File: config.mk
export PLATFORM = sky130hd
export DESIGN_NAME = alu_bus_responder_flat
export DESIGN_NICKNAME = d
export VERILOG_FILES = /design/src/rtl/alu_bus_responder_if.sv /design/src/rtl/alu_bus_responder.sv /design/src/flat_wrapper.sv
export SDC_FILE = /design/constraint.sdc
export NUM_CORES = 1
export LEC_CHECK = 0
export ABC_AREA = 1
export CELL_PAD_IN_SITES_DETAIL_PLACEMENT = 1
export CELL_PAD_IN_SITES_GLOBAL_PLACEMENT = 2
export CORE_MARGIN = 2
export CORE_UTILIZATION = 35
export DETAILED_ROUTE_END_ITERATION = 7
export GPL_TIMING_DRIVEN = 0
export PLACE_DENSITY = 0.86
export SLEW_MARGIN = 10
export SYNTH_ARGS = -nofsm -noshare
export SYNTH_HDL_FRONTEND = slang
export SYNTH_SLANG_ARGS = --single-unit
File: constraint.sdc
create_clock -name clk -period 3.28 [get_ports clk]
set_input_delay 0.328 -clock clk [delete_from_list [all_inputs] [get_ports clk]]
set_output_delay 0.328 -clock clk [all_outputs]
set_load 0.02 [all_outputs]
File: src/rtl/alu_bus_responder_if.sv
// alu_bus_responder_if: host command/response and ALU pin bundle
interface alu_bus_responder_if;
  logic       cmd_valid, cmd_ready;
  logic [3:0] cmd_op, cmd_rs, cmd_rt, cmd_rd;
  logic       rsp_valid, rsp_err, rsp_carry;
  logic [3:0] rsp_data;
  logic [3:0] alu_opcode, alu_mio, alu_bus_req, alu_bus_in, alu_bus_out, alu_bus_oe;
  logic       alu_oe_n, alu_done, alu_carry;
  modport slave (
    input  cmd_valid, cmd_op, cmd_rs, cmd_rt, cmd_rd, alu_bus_req, alu_bus_in, alu_done, alu_carry,
    output cmd_ready, rsp_valid, rsp_err, rsp_data, rsp_carry,
           alu_opcode, alu_mio, alu_bus_out, alu_bus_oe, alu_oe_n
  );
  modport master (
    output cmd_valid, cmd_op, cmd_rs, cmd_rt, cmd_rd, alu_bus_req, alu_bus_in, alu_done, alu_carry,
    input  cmd_ready, rsp_valid, rsp_err, rsp_data, rsp_carry,
           alu_opcode, alu_mio, alu_bus_out, alu_bus_oe, alu_oe_n
  );
endinterface

File: src/rtl/alu_bus_responder.sv
// alu_bus_responder: serves ALU operand reads from a 16x4 register file and writes results back
module alu_bus_responder #(
  parameter int TIMEOUT = 15,
  parameter int CNT_W   = 5
) (
  input  logic                clk,
  input  logic                rst_n,
  alu_bus_responder_if.slave  bus,
  input  logic                wr_en,
  input  logic [3:0]          wr_addr,
  input  logic [3:0]          wr_data,
  input  logic [3:0]          rd_addr,
  output logic [3:0]          rd_data
);
  localparam logic [3:0] REQ_READ = 4'b0001;
  localparam logic [3:0] REQ_NEXT = 4'b0011;
  typedef enum logic {IDLE, SERVE} state_t;
  state_t state, state_nxt;
  logic [3:0] rf [16];
  logic [3:0] rs_r, rt_r, rd_r, oe_r;
  logic [CNT_W-1:0] cnt;
  logic ptr, served, accept, legal, imm, done_ev, to_ev;
  // no accept while a response is showing, so a new command lands the cycle after rsp_valid
  assign bus.cmd_ready = (state == IDLE) && !bus.rsp_valid;
  assign accept  = bus.cmd_valid && bus.cmd_ready;
  assign legal   = bus.cmd_op inside {[4'd1:4'd6]};
  assign imm     = bus.cmd_op inside {4'd1, 4'd3, 4'd6};
  assign done_ev = (state == SERVE) && bus.alu_done;
  assign to_ev   = (state == SERVE) && !bus.alu_done && (cnt == CNT_W'(TIMEOUT));
  // the ALU owns the bus while it strobes done
  assign bus.alu_bus_oe = oe_r & {4{~bus.alu_done}};
  assign rd_data = rf[rd_addr];
  always_comb
    state_nxt = (accept && legal) ? SERVE : (done_ev || to_ev) ? IDLE : state;
  always_ff @(posedge clk or negedge rst_n)
    if (!rst_n) state <= IDLE;
    else state <= state_nxt;
  always_ff @(posedge clk or negedge rst_n)
    if (!rst_n) begin
      for (int i = 0; i < 16; i++) rf[i] <= '0;
      {rs_r, rt_r, rd_r, oe_r} <= '0;
      {ptr, served} <= '0;
      cnt <= '0;
      bus.rsp_valid   <= 1'b0;
      bus.rsp_err     <= 1'b0;
      bus.rsp_data    <= '0;
      bus.rsp_carry   <= 1'b0;
      bus.alu_opcode  <= '0;
      bus.alu_mio     <= '0;
      bus.alu_bus_out <= '0;
      bus.alu_oe_n    <= 1'b1;
    end else begin
      bus.rsp_valid <= 1'b0;
      if (wr_en) rf[wr_addr] <= wr_data;
      if (accept && !legal) begin
        bus.rsp_valid <= 1'b1;
        bus.rsp_err   <= 1'b1;
        bus.rsp_data  <= '0;
        bus.rsp_carry <= 1'b0;
      end
      if (accept && legal) begin
        rs_r <= bus.cmd_rs;
        rt_r <= bus.cmd_rt;
        rd_r <= bus.cmd_rd;
        bus.alu_opcode <= bus.cmd_op;
        bus.alu_mio    <= imm ? bus.cmd_rt : 4'd0;
        bus.alu_oe_n   <= 1'b0;
        {ptr, served}  <= '0;
        cnt <= '0;
      end
      if (state == SERVE) begin
        cnt  <= cnt + 1'b1;
        oe_r <= (bus.alu_bus_req == REQ_READ) ? 4'hF : 4'h0;
        if (bus.alu_bus_req == REQ_READ) begin
          bus.alu_bus_out <= ptr ? rf[rt_r] : rf[rs_r];
          served <= 1'b1;
        end
        if (bus.alu_bus_req == REQ_NEXT && served) ptr <= 1'b1;
        if (done_ev || to_ev) begin
          oe_r <= '0;
          bus.alu_opcode <= '0;
          bus.alu_oe_n   <= 1'b1;
          bus.rsp_valid  <= 1'b1;
          bus.rsp_err    <= to_ev;
          bus.rsp_data   <= done_ev ? bus.alu_bus_in : 4'd0;
          bus.rsp_carry  <= done_ev && bus.alu_carry;
        end
        if (done_ev) rf[rd_r] <= bus.alu_bus_in;
      end
    end
endmodule

File: src/flat_wrapper.sv
// flat-port wrapper written by rule: the top's interface ports become plain ports
module alu_bus_responder_flat 
#(
  parameter int TIMEOUT = 15,
  parameter int CNT_W   = 5
)
  (clk, rst_n, wr_en, wr_addr, wr_data, rd_addr, rd_data, bus_cmd_valid, bus_cmd_op, bus_cmd_rs, bus_cmd_rt, bus_cmd_rd, bus_alu_bus_req, bus_alu_bus_in, bus_alu_done, bus_alu_carry, bus_cmd_ready, bus_rsp_valid, bus_rsp_err, bus_rsp_data, bus_rsp_carry, bus_alu_opcode, bus_alu_mio, bus_alu_bus_out, bus_alu_bus_oe, bus_alu_oe_n);
  alu_bus_responder_if bus_i ();
  input  logic clk;
  input  logic rst_n;
  input  logic wr_en;
  input  logic [3:0] wr_addr;
  input  logic [3:0] wr_data;
  input  logic [3:0] rd_addr;
  output logic [3:0] rd_data;
  input wire logic [$bits(bus_i.cmd_valid)-1:0] bus_cmd_valid;
  input wire logic [$bits(bus_i.cmd_op)-1:0] bus_cmd_op;
  input wire logic [$bits(bus_i.cmd_rs)-1:0] bus_cmd_rs;
  input wire logic [$bits(bus_i.cmd_rt)-1:0] bus_cmd_rt;
  input wire logic [$bits(bus_i.cmd_rd)-1:0] bus_cmd_rd;
  input wire logic [$bits(bus_i.alu_bus_req)-1:0] bus_alu_bus_req;
  input wire logic [$bits(bus_i.alu_bus_in)-1:0] bus_alu_bus_in;
  input wire logic [$bits(bus_i.alu_done)-1:0] bus_alu_done;
  input wire logic [$bits(bus_i.alu_carry)-1:0] bus_alu_carry;
  output wire logic [$bits(bus_i.cmd_ready)-1:0] bus_cmd_ready;
  output wire logic [$bits(bus_i.rsp_valid)-1:0] bus_rsp_valid;
  output wire logic [$bits(bus_i.rsp_err)-1:0] bus_rsp_err;
  output wire logic [$bits(bus_i.rsp_data)-1:0] bus_rsp_data;
  output wire logic [$bits(bus_i.rsp_carry)-1:0] bus_rsp_carry;
  output wire logic [$bits(bus_i.alu_opcode)-1:0] bus_alu_opcode;
  output wire logic [$bits(bus_i.alu_mio)-1:0] bus_alu_mio;
  output wire logic [$bits(bus_i.alu_bus_out)-1:0] bus_alu_bus_out;
  output wire logic [$bits(bus_i.alu_bus_oe)-1:0] bus_alu_bus_oe;
  output wire logic [$bits(bus_i.alu_oe_n)-1:0] bus_alu_oe_n;
  assign bus_i.cmd_valid = bus_cmd_valid;
  assign bus_i.cmd_op = bus_cmd_op;
  assign bus_i.cmd_rs = bus_cmd_rs;
  assign bus_i.cmd_rt = bus_cmd_rt;
  assign bus_i.cmd_rd = bus_cmd_rd;
  assign bus_i.alu_bus_req = bus_alu_bus_req;
  assign bus_i.alu_bus_in = bus_alu_bus_in;
  assign bus_i.alu_done = bus_alu_done;
  assign bus_i.alu_carry = bus_alu_carry;
  assign bus_cmd_ready = bus_i.cmd_ready;
  assign bus_rsp_valid = bus_i.rsp_valid;
  assign bus_rsp_err = bus_i.rsp_err;
  assign bus_rsp_data = bus_i.rsp_data;
  assign bus_rsp_carry = bus_i.rsp_carry;
  assign bus_alu_opcode = bus_i.alu_opcode;
  assign bus_alu_mio = bus_i.alu_mio;
  assign bus_alu_bus_out = bus_i.alu_bus_out;
  assign bus_alu_bus_oe = bus_i.alu_bus_oe;
  assign bus_alu_oe_n = bus_i.alu_oe_n;
  alu_bus_responder #(.TIMEOUT(TIMEOUT), .CNT_W(CNT_W)) u_core (.clk(clk), .rst_n(rst_n), .bus(bus_i), .wr_en(wr_en), .wr_addr(wr_addr), .wr_data(wr_data), .rd_addr(rd_addr), .rd_data(rd_data));
endmodule
# Word level (Yosys, flattened, before mapping)
# Cells that the tools add are included.
# op_classes
addsub	1
order_cmp	9
n_eq_ne	6
mux	51
bitwise	8
n_reduce_logical	20
# op_table
operator	n
64-bit 2-to-1 mux	3
64-bit bitwise mux	2
4-bit 2-to-1 mux	19
4-bit binary-select mux with 4-bit select	3
4-bit demux with 4-bit select	2
5-bit greater-or-equal comparator (second input constant)	5
4-bit NOT with 5-bit output	5
1-bit 2-to-1 mux	20
1-bit logical AND	12
5-bit by 1-bit less-than comparator with 1-bit output (second input constant)	2
5-bit 2-to-1 mux	2
4-bit by 1-bit equality test with 1-bit output (second input constant)	2
4-bit by 2-bit equality test with 1-bit output (second input constant)	2
5-bit by 1-bit adder with 5-bit output (second input constant)	1
5-bit by 4-bit equality test with 1-bit output (second input constant)	1
4-bit AND	1
4-bit by 3-bit equality test with 1-bit output (second input constant)	1
4-bit by 1-bit greater-or-equal comparator with 1-bit output (second input constant)	1
4-bit by 3-bit <= comparator with 1-bit output (second input constant)	1
2-bit nonzero test	2
1-bit zero test	3
3-bit nonzero test	1
1-bit NOT	2
2-bit AND reduction	1
1-bit logical OR	1
# word_totals
register_bits	108
input_bits	42
output_inout_bits	29
word_cells	127

# Longest topological paths before layout
# Gate-level depths: netlist (run 1).
# logic_depth
ltp_word	10
mapped_depth	11

# Worst setup path after synthesis (run 1)
# Ideal clock, no wire load.
# synth_path
kind	register -> register
from	register u_core.cnt[0]
to	register u_core.bus.alu_opcode[1] (netlist name)
setup_ns	0.078
t_arrival_ns	1.555
required_ns	3.202
setup_slack_ns	1.647
path_stages_with_launch	11
period_less_slack_ns	1.633
cell_sequence	dfrtp_1 > ha_1 > nand2_1 > nor2_1 > ha_1 > nand2_1 > nand2_1 > inv_1 > clkbuf_1 > o21ai_0 > a21oi_1
# synth_between
elab_chain_cells	5
# synth_rtl
element	line	source
start: declaration	alu_bus_responder.sv:21	logic [CNT_W-1:0] cnt;
start signal: assignment	alu_bus_responder.sv:72	cnt <= cnt + 1'b1;
5-bit by 4-bit equality test with 1-bit output	alu_bus_responder.sv:29	assign to_ev = (state == SERVE) && !bus.alu_done && (cnt == CNT_W'(TIMEOUT));
1-bit logical AND	alu_bus_responder.sv:29	
1-bit logical OR	alu_bus_responder.sv:79	if (done_ev || to_ev) begin
4-bit 2-to-1 mux	alu_bus_responder.sv:79	
4-bit 2-to-1 mux	alu_bus_responder.sv:71	if (state == SERVE) begin
end signal: assignment	alu_bus_responder.sv:65	bus.alu_opcode <= bus.cmd_op;
end: declaration	alu_bus_responder_if.sv:12	alu_opcode, alu_mio, alu_bus_out, alu_bus_oe, alu_oe_n
# Every way passes these cells.
# A chain may end at the register's enable or synchronous reset.

# Worst setup path in the final report (run 1)
# layout_path
from	input rd_addr[1]
to	output rd_data[0]
# layout_between
elab_chain_cells	4
# layout_rtl
element	line	source
start: declaration	flat_wrapper.sv:14	input logic [3:0] rd_addr;
4-bit NOT with 5-bit output (not written as such)	alu_bus_responder.sv:32	assign rd_data = rf[rd_addr];
4-bit binary-select mux with 4-bit select	alu_bus_responder.sv:32	
4-bit 2-to-1 mux (not written as such) (2 in series)	alu_bus_responder.sv:32	
end: declaration	flat_wrapper.sv:15	output logic [3:0] rd_data;
# Every way passes these cells. The select of a mux whose other input is x is not followed.

==> flow_metrics.env, run 1 <==
export IMPL_place_area_sq_um=7660
export IMPL_fp_coreArea_sq_um=18700
export IMPL_status="finished clean"
export IMPL_ys_top_cells_by_area="dfrtp_1 (39%), nand2_1 (15%), nand3_1 (9.8%)"
export IMPL_port_buffers=66
export IMPL_diodes=0
export IMPL_path_cells="clkdlybuf4s50_1 -> clkbuf_1 -> o21ai_0 -> a21oi_1 -> o221ai_1 -> nand2_1 -> clkdlybuf4s50_1"
export IMPL_cts_sinks=105
export IMPL_final_hold_violation_count=0
export IMPL_post_route_drc_count=0
export IMPL_area_delta_synth_final_pct=19.5
export IMPL_clk_pin_slew_ns=0.08
export IMPL_finalSetupViolCount=0
export IMPL_pwr_density_cell_nw_per_um2=967
export IMPL_crit_type="in2out"
export IMPL_timing_critical_path_mode_cell="clkdlybuf4s50_1"
export IMPL_min_path_type="in2async"
export IMPL_post_drt_wl_per_cell_um=22.5
export IMPL_fin_cells=1299
export IMPL_leakagePower_nw=3.66
export IMPL_layout_nets=1104
export IMPL_clkLatencyLatePin_ns=0.37
export IMPL_start_kind="primary input"
export IMPL_worstPathMaxFanout=10
export IMPL_hpwl_mm=22.4
export IMPL_antenna_found_initial=0
export IMPL_antenna_left=0
export IMPL_htree_num_levels=3
export IMPL_grt_setup_unrepaired="false"
export IMPL_die_w_um=142
export IMPL_gp_congestion=0.986
export IMPL_post_place_cells=1282
export IMPL_slew_viol_final=0
export IMPL_final_layout_size_suffix_gt1_share_pct=4.23
export IMPL_initial_utilization_pct=35.7
export IMPL_power_mw=7.72
export IMPL_die_area_sq_um=20200
export IMPL_avgSynthCellArea_sq_um=6.81
export IMPL_setup_worst_path_end_class="output port"
export IMPL_rows=50
export IMPL_post_cts_buffers=0
export IMPL_syn_cell_area_sq_um=6680
export IMPL_initialDrtViolationCount=584
export IMPL_synth_seq_cells=105
export IMPL_cap_violations=0
export IMPL_timing_final_ws_setup_ns=0.297
export IMPL_finalInstanceArea_sq_um=7980
export IMPL_synth_cells=981
export IMPL_syn_num_nets=1025
export IMPL_critical_path_top_delay_family="buffers and inverters"
export IMPL_fin_crit_ns=2.98
export IMPL_overflow=0
export IMPL_clock_root_buffer="clkbuf_16"
export IMPL_routed_wirelength_mm=29.2
export IMPL_critPathArrivalTime_ns=2.66
export IMPL_drt_pass1_iter_count=5
export IMPL_fin_crit_sh_pct=91.0
export IMPL_tightest_slew_ns=0.720
export IMPL_ir_drop_mv=0.405
export IMPL_clock_fmax_mhz=335
export IMPL_cp_slowest_cell="clkdlybuf4s50_1"
export IMPL_cts_tree="built"
export IMPL_skew_ns=0.0146
export IMPL_num_io_pins=71
export IMPL_critPathRequiredTime_ns=2.95
export IMPL_yosys_cell_types_count=28
export IMPL_relSlewSlack_pct=52.0
export IMPL_clk_path_buf_depth=2
export IMPL_netlist_area_leader_share_pct=39.0
export IMPL_final_util_pct=42.7
export IMPL_grt_pass1_wl_mm=44.3
export IMPL_ys_warn_count=0
export IMPL_grt_max_degree=73
export IMPL_grt_pass1_vias=7151
export IMPL_grt_usage_pct=29.7
export IMPL_ys_seq_area_share_pct=39.3
export IMPL_slowest_delay_ns=0.60
export IMPL_cts_buffers=9
export IMPL_avgViaCountPerCell=5.67
export IMPL_post_place_ws_ns=0.341
export IMPL_synth_largest_area_cell="dfrtp_1"
export IMPL_vias=7363
export IMPL_die_h_um=142
export IMPL_worst_path_buf_inv=3
==> sequential cells by signal, indices dropped and copies added (netlist names), 4 cells and up <==
| signal | flops |
|---|---|
| u_core.rd_r | 4 |
| u_core.rf | 64 |
| u_core.rt_r | 4 |
| u_core.bus.rsp_data | 4 |
| u_core.cnt | 5 |
| u_core.bus.alu_mio | 4 |
| u_core.rs_r | 4 |
| u_core.bus.alu_bus_out | 4 |
| u_core.bus.alu_opcode | 4 |
==> worst register-to-register path, delay by kind of cell, from the launching register on <==
family,cells,cell delay [ns]
buf+inv,2,0.51
fa+ha+maj,2,0.42
flops,1,0.42
simple gates,4,0.32
compound gates,2,0.32
==> repair_timing <==
item,CTS,global route
resized for setup,0,0
hold endpoints to repair,32,0
hold buffers,1,0
==> worst paths after layout <==
| kind | startpoint | endpoint | slack, ns | cells after the start |
|---|---|---|---|---|
| setup / recovery | rd_addr[1] | rd_data[0] | 0.30 | 7 |
| hold / removal | rst_n | u_core.rf[33]$_DFF_PN0_ | 0.41 | 2 |
| setup reg to reg | u_core.cnt[0]$_DFFE_PN0P_ | u_core.bus.alu_opcode[1]$_DFF_PN0_ | 1.23 | 10 |
| hold reg to reg | u_core.bus.alu_oe_n$_DFF_PN1_ | u_core.bus.alu_oe_n$_DFF_PN1_ | 0.47 | 2 |
| max in group asynchronous | rst_n | u_core.bus.alu_mio[3]$_DFFE_PN0P_ | 2.19 | 3 |
| min in group clk | u_core.bus.alu_oe_n$_DFF_PN1_ | u_core.bus.alu_oe_n$_DFF_PN1_ | 0.47 | 2 |
==> power breakdown <==
group | internal (mW) | switching, mW
Clock | 0.548 | 0.604
Combinational | 1.35 | 2.51
Sequential | 1.90 | 0.803
==> stage by stage <==
| stage | setup TNS (ns) | hold slack (ns) |
|---|---|---|
| floorplan | 0 | 0.0324 |
| global placement | -254.63 | 0.454 |
| detailed placement | 0 | 0.241 |
| CTS | 0 | 0.413 |
| global route | 0 | 0.437 |
| finish | 0 | 0.407 |
==> cell type report <==
class,instances,area [sq um]
fillers,2432,10700
multi-input cells,716,3410
flip-flops and latches,105,2630
repair buffers,68,699
inverters,106,398
well taps,234,293
plain buffers,54,245
clock buffers,9,225
clock inverters,7,83.8
==> logic make-up (layout without fill, tap and decap cells) <==
logic type | after synthesis | in the layout | share of synthesized area, %
compound gates | 224 | 224 | 19.3
flops | 105 | 105 | 39.3
simple gates | 489 | 489 | 31.2
xor+xnor | 1 | 1 | 0.131
buf+inv | 160 | 244 | 9.63
fa+ha+maj | 2 | 2 | 0.374
==> cells in the final DEF, fill, tap and decap left out, types with 2 or more instances in the layout <==
cell type / instances
nor3_1: 21
clkinv_8: 3
inv_1: 103
nand2_1: 272
a21oi_1: 31
buf_1: 3
nand3_1: 131
or2_2: 2
buf_2: 16
nor2_1: 48
a31oi_1: 3
o221ai_1: 3
ha_1: 2
o22ai_1: 26
clkdlybuf4s50_1: 65
o211ai_1: 43
buf_4: 6
clkinv_1: 3
o31ai_1: 4
inv_6: 4
nand4_1: 12
o21ai_0: 112
dfrtp_1: 104
clkbuf_1: 29
clkbuf_16: 9
==> cell usage after synthesis <==
| master | n |
|---|---|
| o211ai_1 | 43 |
| or2_2 | 2 |
| a22o_1 | 1 |
| buf_2 | 16 |
| o221ai_1 | 3 |
| dfrtp_1 | 104 |
| dfstp_2 | 1 |
| o31ai_1 | 4 |
| o21bai_1 | 1 |
| nor2_1 | 48 |
| o21ai_0 | 112 |
| clkinv_1 | 3 |
| nor3_2 | 1 |
| nor3_1 | 21 |
| buf_1 | 3 |
| clkbuf_1 | 29 |
| a31oi_1 | 3 |
| nor3_4 | 1 |
| a21oi_1 | 31 |
| nor3b_1 | 1 |
| nand2_1 | 272 |
| xor2_1 | 1 |
| ha_1 | 2 |
| o22ai_1 | 26 |
| buf_4 | 6 |
| nand3_1 | 131 |
| nand4_1 | 12 |
| inv_1 | 103 |
==> routing by layer <==
layer  part of all wire, %  wire, um  vias to the layer above  GRT usage (%)
li1                      -         -                     3458              -
met2                    44     12900                      237           44.7
met3                   6.0      1760                       32           4.10
met1                    48     14000                     3636           44.4
met5                     0         0                        -              0
met4                   2.1       610                        0           8.37
Power figures use the tool's default switching activity.
==> run 2: changes to the inputs <==
- CAP_MARGIN: default -> 20
==> results of run 2 <==
No change in the layout: final DEF, timing and power equal those of run 1.
